--- config.mk ---
export PLATFORM = sky130hd
export DESIGN_NAME = data_delay_calib
export DESIGN_NICKNAME = d
export VERILOG_FILES = /design/src/rtl/data_delay_calib.sv
export SDC_FILE = /design/constraint.sdc
export NUM_CORES = 1
export LEC_CHECK = 0
export CAP_MARGIN = 20
export CORE_ASPECT_RATIO = 2
export CORE_MARGIN = 2
export CORE_UTILIZATION = 40
export DETAILED_ROUTE_END_ITERATION = 10
export SETUP_SLACK_MARGIN = 0.1
export SLEW_MARGIN = 10
export SYNTH_ARGS = -nofsm -noshare
export SYNTH_HDL_FRONTEND = slang
export SYNTH_SLANG_ARGS = --single-unit
--- constraint.sdc ---
create_clock -name clk -period 6.1 [get_ports clk]
set_clock_uncertainty 0.05 [all_clocks]
set_input_delay 1.22 -clock clk [delete_from_list [all_inputs] [get_ports clk]]
set_output_delay 1.22 -clock clk [all_outputs]
set_load 0.02 [all_outputs]
--- src/rtl/data_delay_calib.sv ---
// Sweeps the downstream delay tap 0..31, records which taps deliver the training
// pattern, then centres the tap in the longest passing window.
module data_delay_calib #(
    parameter int                DATA_W        = 8,
    parameter logic [DATA_W-1:0] TRAIN_PATTERN = 8'hA5,
    parameter int                CHECK_CYCLES  = 64,
    parameter int                SETTLE_CYCLES = 8,
    parameter int                PULSE_TIMEOUT = 16
) (
    input  logic              clk,
    input  logic              reset,
    input  logic              start,
    input  logic [4:0]        manual_tap,
    input  logic              delay_data_reset,
    input  logic              delay_error,
    input  logic [DATA_W-1:0] rx_data,
    output logic [4:0]        delay_tap,
    output logic              busy,
    output logic              done,
    output logic              calib_fail,
    output logic [4:0]        eye_start,
    output logic [5:0]        eye_width,
    output logic [31:0]       pass_map
);

    localparam int TO_LAST     = (PULSE_TIMEOUT > 0) ? PULSE_TIMEOUT - 1 : 0;
    localparam int SETTLE_LAST = (SETTLE_CYCLES > 0) ? SETTLE_CYCLES - 1 : 0;
    localparam int CHECK_LAST  = (CHECK_CYCLES > 0) ? CHECK_CYCLES - 1 : 0;

    typedef enum logic [3:0] {
        S_IDLE,
        S_SET,
        S_WAIT_HI,
        S_WAIT_LO,
        S_SETTLE,
        S_CHECK,
        S_NEXT,
        S_PICK,
        S_APPLY,
        S_DONE
    } state_t;

    state_t      r_state;
    state_t      w_next;
    logic [7:0]  r_cnt;
    logic [4:0]  r_tap;
    logic [4:0]  r_tap_idx;
    logic        r_busy;
    logic        r_fail;
    logic        r_apply;
    logic        r_match;
    logic [31:0] r_pass_map;
    logic [5:0]  r_run_len;
    logic [4:0]  r_run_start;
    logic [5:0]  r_best_len;
    logic [4:0]  r_best_start;
    logic [4:0]  r_eye_start;
    logic [5:0]  r_eye_width;
    logic [4:0]  r_centre;

    logic        w_rx_ok;
    logic        w_counting;
    logic [5:0]  w_run_inc;
    logic [4:0]  w_run_start_new;
    logic [4:0]  w_centre;

    assign w_rx_ok         = (rx_data == TRAIN_PATTERN);
    assign w_counting      = (r_state == S_WAIT_HI) || (r_state == S_SETTLE) || (r_state == S_CHECK);
    assign w_run_inc       = r_run_len + 6'd1;
    assign w_run_start_new = (r_run_len == 6'd0) ? r_tap_idx : r_run_start;
    // Even-width windows round toward the lower tap.
    assign w_centre        = r_best_start + 5'((r_best_len - 6'd1) >> 1);

    always_ff @(posedge clk or posedge reset) begin
        if (reset) begin
            r_state <= S_IDLE;
        end else begin
            r_state <= w_next;
        end
    end

    always_comb begin
        w_next = r_state;
        case (r_state)
            S_IDLE:    if (start) w_next = S_SET;
            S_SET:     w_next = S_WAIT_HI;
            S_WAIT_HI: begin
                if (delay_data_reset) w_next = S_WAIT_LO;
                else if (r_cnt == 8'(TO_LAST)) w_next = S_SETTLE;
            end
            S_WAIT_LO: if (!delay_data_reset) w_next = S_SETTLE;
            S_SETTLE: begin
                // A re-asserted reset is a downstream retry: wait it out and settle again.
                if (delay_data_reset) w_next = S_WAIT_LO;
                else if (r_cnt == 8'(SETTLE_LAST)) w_next = r_apply ? S_DONE : S_CHECK;
            end
            S_CHECK:   if (r_cnt == 8'(CHECK_LAST)) w_next = S_NEXT;
            S_NEXT:    w_next = (r_tap_idx == 5'd31) ? S_PICK : S_SET;
            S_PICK:    w_next = (r_best_len == 6'd0) ? S_DONE : S_APPLY;
            S_APPLY:   w_next = S_WAIT_HI;
            S_DONE:    w_next = S_IDLE;
            default:   w_next = S_IDLE;
        endcase
    end

    always_ff @(posedge clk or posedge reset) begin
        if (reset) begin
            r_cnt        <= '0;
            r_tap        <= '0;
            r_tap_idx    <= '0;
            r_busy       <= 1'b0;
            r_fail       <= 1'b0;
            r_apply      <= 1'b0;
            r_match      <= 1'b0;
            r_pass_map   <= '0;
            r_run_len    <= '0;
            r_run_start  <= '0;
            r_best_len   <= '0;
            r_best_start <= '0;
            r_eye_start  <= '0;
            r_eye_width  <= '0;
            r_centre     <= '0;
        end else begin
            if (w_next != r_state) r_cnt <= '0;
            else if (w_counting)   r_cnt <= r_cnt + 8'd1;

            case (r_state)
                S_IDLE: begin
                    r_tap <= manual_tap;
                    if (start) begin
                        r_pass_map   <= '0;
                        r_fail       <= 1'b0;
                        r_run_len    <= '0;
                        r_run_start  <= '0;
                        r_best_len   <= '0;
                        r_best_start <= '0;
                        r_tap_idx    <= '0;
                        r_apply      <= 1'b0;
                        r_busy       <= 1'b1;
                    end
                end
                S_SET: r_tap <= r_tap_idx;
                S_SETTLE: begin
                    r_match <= 1'b1;
                    if (w_next == S_DONE && delay_error) r_fail <= 1'b1;
                end
                S_CHECK: begin
                    r_match <= r_match & w_rx_ok;
                    if (w_next == S_NEXT)
                        r_pass_map[r_tap_idx] <= r_match & w_rx_ok & ~delay_error;
                end
                S_NEXT: begin
                    if (r_pass_map[r_tap_idx]) begin
                        r_run_len   <= w_run_inc;
                        r_run_start <= w_run_start_new;
                        // Strict compare keeps the lower-tap window on ties.
                        if (w_run_inc > r_best_len) begin
                            r_best_len   <= w_run_inc;
                            r_best_start <= w_run_start_new;
                        end
                    end else begin
                        r_run_len <= '0;
                    end
                    if (r_tap_idx != 5'd31) r_tap_idx <= r_tap_idx + 5'd1;
                end
                S_PICK: begin
                    if (r_best_len == 6'd0) begin
                        r_fail <= 1'b1;
                        r_tap  <= manual_tap;
                    end else begin
                        r_eye_start <= r_best_start;
                        r_eye_width <= r_best_len;
                        r_centre    <= w_centre;
                        r_apply     <= 1'b1;
                    end
                end
                S_APPLY: r_tap <= r_centre;
                S_DONE: begin
                    r_busy  <= 1'b0;
                    r_apply <= 1'b0;
                end
                default: ;
            endcase
        end
    end

    assign delay_tap  = r_tap;
    assign busy       = r_busy;
    assign done       = (r_state == S_DONE);
    assign calib_fail = r_fail;
    assign eye_start  = r_eye_start;
    assign eye_width  = r_eye_width;
    assign pass_map   = r_pass_map;

endmodule

# After elaboration in Yosys (flattened, before gate mapping)
# Cells that the tools add are included.
# totals
reg_bits,96
word_cells,127
inputBits,18
out_inout_bits,51
# op_classes
bitwise,4
n_lt_le_gt_ge,3
add_sub_neg,5
n_mux,47
reduce_logical,26
eq_ne,26
# ops
op,count
two-way mux 32 bit,2
case mux 32 bit (2 select lines),1
two-way mux 5 bit,7
bitwise mux 32 bit,1
two-way mux 4 bit,8
case mux 4 bit (8 select lines),1
case mux 5 bit (2 select lines),3
two-way mux 6 bit,4
case mux 6 bit (2 select lines),2
"equality test 4 x 3 -> 1 bit, second input constant",5
case mux 5 bit (4 select lines),1
two-way mux 8 bit,2
"equality test 4 bit, second input constant",3
zero test 6 bit,2
"inequality test 2 bit, second input constant",6
AND reduction 3 bit,4
nonzero test 2 bit,5
"adder 8 x 1 -> 8 bit, second input constant",1
"equality test 4 x 2 -> 1 bit, second input constant",2
"equality test 8 x 3 -> 1 bit, second input constant",1
"equality test 8 x 4 -> 1 bit, second input constant",1
"equality test 8 x 6 -> 1 bit, second input constant",1
"equality test 8 bit, second input constant",1
two-way mux 1 bit,8
other kinds (27),39

# Longest topological paths before layout
# depth
word_depth,8
ltp_mapped,11
mapped_depth_nobuf,10

# Least setup slack after synthesis
# No wires, ideal clock.
# synth_timing
kind,input-to-reg
start,input start
end,register r_cnt[0]
setup_slack_ns,3.339
t_required_ns,5.976
t_arrival_ns,2.637
path_stages,6
path_cell_list,or3b_2 a211o_1 o221a_2 a32oi_1 nand3_1 nor2_1
# synth_via
elab_chain_cells,4
elab_cells_between_ends,5
classes_between,eq/ne: 1; mux: 3; reduce/logical: 1
# synth_rtl
item,line_no,rtl
start: declaration,12,"input logic start,"
two-way mux 4 bit (*),85,S_IDLE: if (start) w_next = S_SET;
case mux 4 bit (8 select lines) (*),84,case (r_state)
inequality test 4 bit (*),124,if (w_next != r_state) r_cnt <= '0;
two-way mux 8 bit or nonzero test 2 bit (tied branches),--,
end signal: assignment,125,else if (w_counting) r_cnt <= r_cnt + 8'd1;
end: declaration,45,logic [7:0] r_cnt;
# Every way passes the cells marked *; elsewhere a longest branch is shown, timed or not.
# A chain may end at the register's enable or synchronous reset.

# Worst setup path after layout
# layout_timing
start,register r_state[3]
end,output done
# layout_via
elab_chain_cells,1
# layout_rtl
item,line_no,rtl
start: declaration,43,state_t r_state;
start signal: assignment,78,r_state <= w_next;
equality test 4 bit,189,assign done = (r_state == S_DONE);
end: declaration,19,"output logic done,"
# No other way between the ends.

==> results by group <==
Outcome
  – Status: completed

Critical path
  – Setup CP Type: reg2out
  – CP Data Required Time: 4830 ps
  – Crit-path max FO: 22
  – CP Capture Type: output port
  – Reg2reg path depth: 9
  – Setup crit start kind: flop
  – Crit path DAT: 2600 ps

Pwr
  – PnR Total Power: 2.35 mW
  – Leak: 2.84 nW
  – Worst VDD drop: 0.000144 V
  – Pwr dens: 353 mW/mm^2

Synthesis
  – Mapped Area: 0.00553 mm^2
  – Synth area leader: dfrtp_1
  – FFs w/ async S/R, synth: 1.00
  – #FFs+latches synth: 96
  – Synth cell types: 59
  – Post-synth top area share: 0.434
  – Mean Syn Cell Area: 9.20 um^2
  – Synthesized net count: 640
  – Sequential share of the synthesized area: 0.434
  – Synth warn: 0
  – Mapped Cells: 601
  – Ranking of synthesized cells by area: dfrtp_1 43%, o21ai_0 6.7%, nand2_1 5.4%
  – Number of synthesized flops with an enable pin: 0
  – Commonest register cell after synthesis: dfrtp_1

Detailed routing
  – Metal-1 WL: 5.80 mm
  – DR top layer: met4
  – Metal2 WL: 8.96 mm
  – DR WL/cell: 19.5 um
  – Via count: 4744
  – Antenna Nets Post-Route: 0
  – Vias per cell: 5.85
  – DRT iter0 DRCs: 391
  – DRC: 0
  – Met3 WL: 468 um
  – WL final: 15.8 mm
  – First-pass DRT Iterations: 5

Placed design
  – Place WS: 2390 ps
  – Routability Congestion: 0.832
  – Cells after DPL: 793
  – Placed instance area: 0.00629 mm^2
  – Port bufs: 68
  – DP Wirelength: 11.6 mm

Clocking
  – CTS Buffer Depth: 2
  – Clock Sinks: 96
  – H-tree Lvls: 3
  – Post-CTS sizing: 0
  – CTS tree: yes
  – Clock Latency Late Sink: 340 ps
  – Clock Pin Slew Worst Setup and Hold Paths: 70 ps
  – Num CTS Buffers: 9
  – CTS root buf: clkbuf_16
  – Setup Fix Bufs, Post-CTS: 0
  – Hold Buf Count CTS: 0

Job
  – Max-cap viol count: 0

GRT
  – Grt ovf: 0
  – Global Route Usage Sum: 0.221
  – Vias in the first global route: 4829
  – Largest net degree at the start of global routing: 60
  – First-pass GRT wire length: 25.3 mm
  – Initial antenna violation count: 0

Layout
  – Layout cells sized above 1: 0.0747
  – Final net count: 690
  – Fillers: 1271
  – Finished Core Util: 0.492
  – Area Overhead vs Synth: 20.2%
  – Fin cells: 811
  – # diodes: 0
  – Finished Cell Area: 0.00665 mm^2

Floorplan
  – Die Height: 170 um
  – Die W: 87.2 um
  – Core Region: 0.0135 mm^2
  – Starting density of the core: 0.409
  – Die area: 0.0148 mm^2
  – Rows: 60
  – I/O pin count: 69

Worst hold path
  – Hold Path Stages: 2
  – Hold WC Path Type: reg2reg

STA
  – Tcrit/Tclk final: 0.635
  – Slew margin rel.: 0.280
  – RSZ-0062 raised after global routing: false
  – Fin Hold WS: 434 ps
  – Hold Vio Cnt, Final: 0
  – Worst Max-Slew Pin Slew: 1080 ps
  – Fin Setup TNS: 0 ps
  – Max frequency: 0.258 GHz
  – Min Tclk post-route: 3870 ps
  – Max Transition Viols Final: 0
  – # setup viols final: 0
  – Final worst slack: 2230 ps
flip-flops by register name (all words and copies together) (netlist names), 4 cells and up:
name and flops:
r_centre 5, r_cnt 8, eye_width 6, r_best_start 5
r_best_len 6, eye_start 5, delay_tap 5, r_run_len 6
r_state 4, pass_map 32, r_tap_idx 5, r_run_start 5
report_power, final:
part | switching (mW) | internal (mW)
Sequential | 0.138 | 0.711
Combinational | 0.507 | 0.374
Clock | 0.255 | 0.363
Total | 0.901 | 1.45
cell usage after synthesis (all sizes together) (4+ instances only):
master  number
nor2b        6
nand4        8
o22ai       12
ha          20
dfrtp       96
a22o        10
inv         20
clkbuf      28
nand2       79
o22a         5
o21ai       76
nor2        32
mux2        14
nand3       16
xor2         8
a21o         4
buf          8
xnor2       11
and3         6
and2         5
a21oi       45
a31oi        7
mux2i       29
nor3         6
nand2b       6
kinds of logic (layout without fill, tap and decap cells):
family | Yosys count | in the layout | synth area share
and+or+nand+nor | 188 | 188 | 0.167
AOI/OAI and AO/OA | 176 | 176 | 0.188
DFF | 96 | 96 | 0.434
buffers and inverters | 56 | 111 | 0.0418
muxes | 45 | 45 | 0.0905
adders and majority gates | 21 | 21 | 0.0489
xor gates and xnor gates | 19 | 19 | 0.0301
final timing paths:
check,slack (ps),to,start
worst max-delay path,2230,done,r_state[3]
worst min-delay path,430,r_centre[4],r_centre[4]
worst max register to register,2690,r_cnt[3],r_tap_idx[0]
worst min register to register,430,r_centre[4],r_centre[4]
min in group asynchronous,1170,delay_tap[0],reset
max in group asynchronous,3680,r_run_len[0],reset
placed cells by master (no fill, tap or decap), drive strengths merged, types with 6 or more instances in the layout:
cell type      instances
nor2                  32
dfrtp                 96
mux2i                 29
nor3                   6
o21ai                 76
clkdlybuf4s50         68
xor2                   8
xnor2                 11
mux2                  14
nand2                 79
buf                    7
a21oi                 45
nand3                 16
nand2b                 6
clkbuf                 9
nor2b                  6
ha                    20
a31oi                  7
nand4                  8
and3                   6
a22o                  10
inv                   21
o22ai                 12
per-layer routing:
| layer | vias to the layer above | track usage |
|---|---|---|
| li1 | 2252 | - |
| met1 | 2317 | 0.237 |
| met2 | 139 | 0.417 |
| met3 | 36 | 0.0306 |
| met4 | 0 | 0.0923 |
| met5 | - | 0 |
critical path, stage by stage (launching register included):
cell,delay (ps)
dfrtp_1,860
inv_1,340
nor3_1,390
clkdlybuf4s50_1,670
layout make-up:
type                       count  area [um^2]  area share
multi-input combinational    449         2900       0.436
sequential                    96         2400       0.361
timing repair buffer          75          749       0.113
clock buffer                   9          225      0.0339
tap                          155          194      0.0292
clock inverter                 7          101      0.0152
inverter                      20         76.3      0.0115
Note: power is estimated with default switching activity, not from simulation.
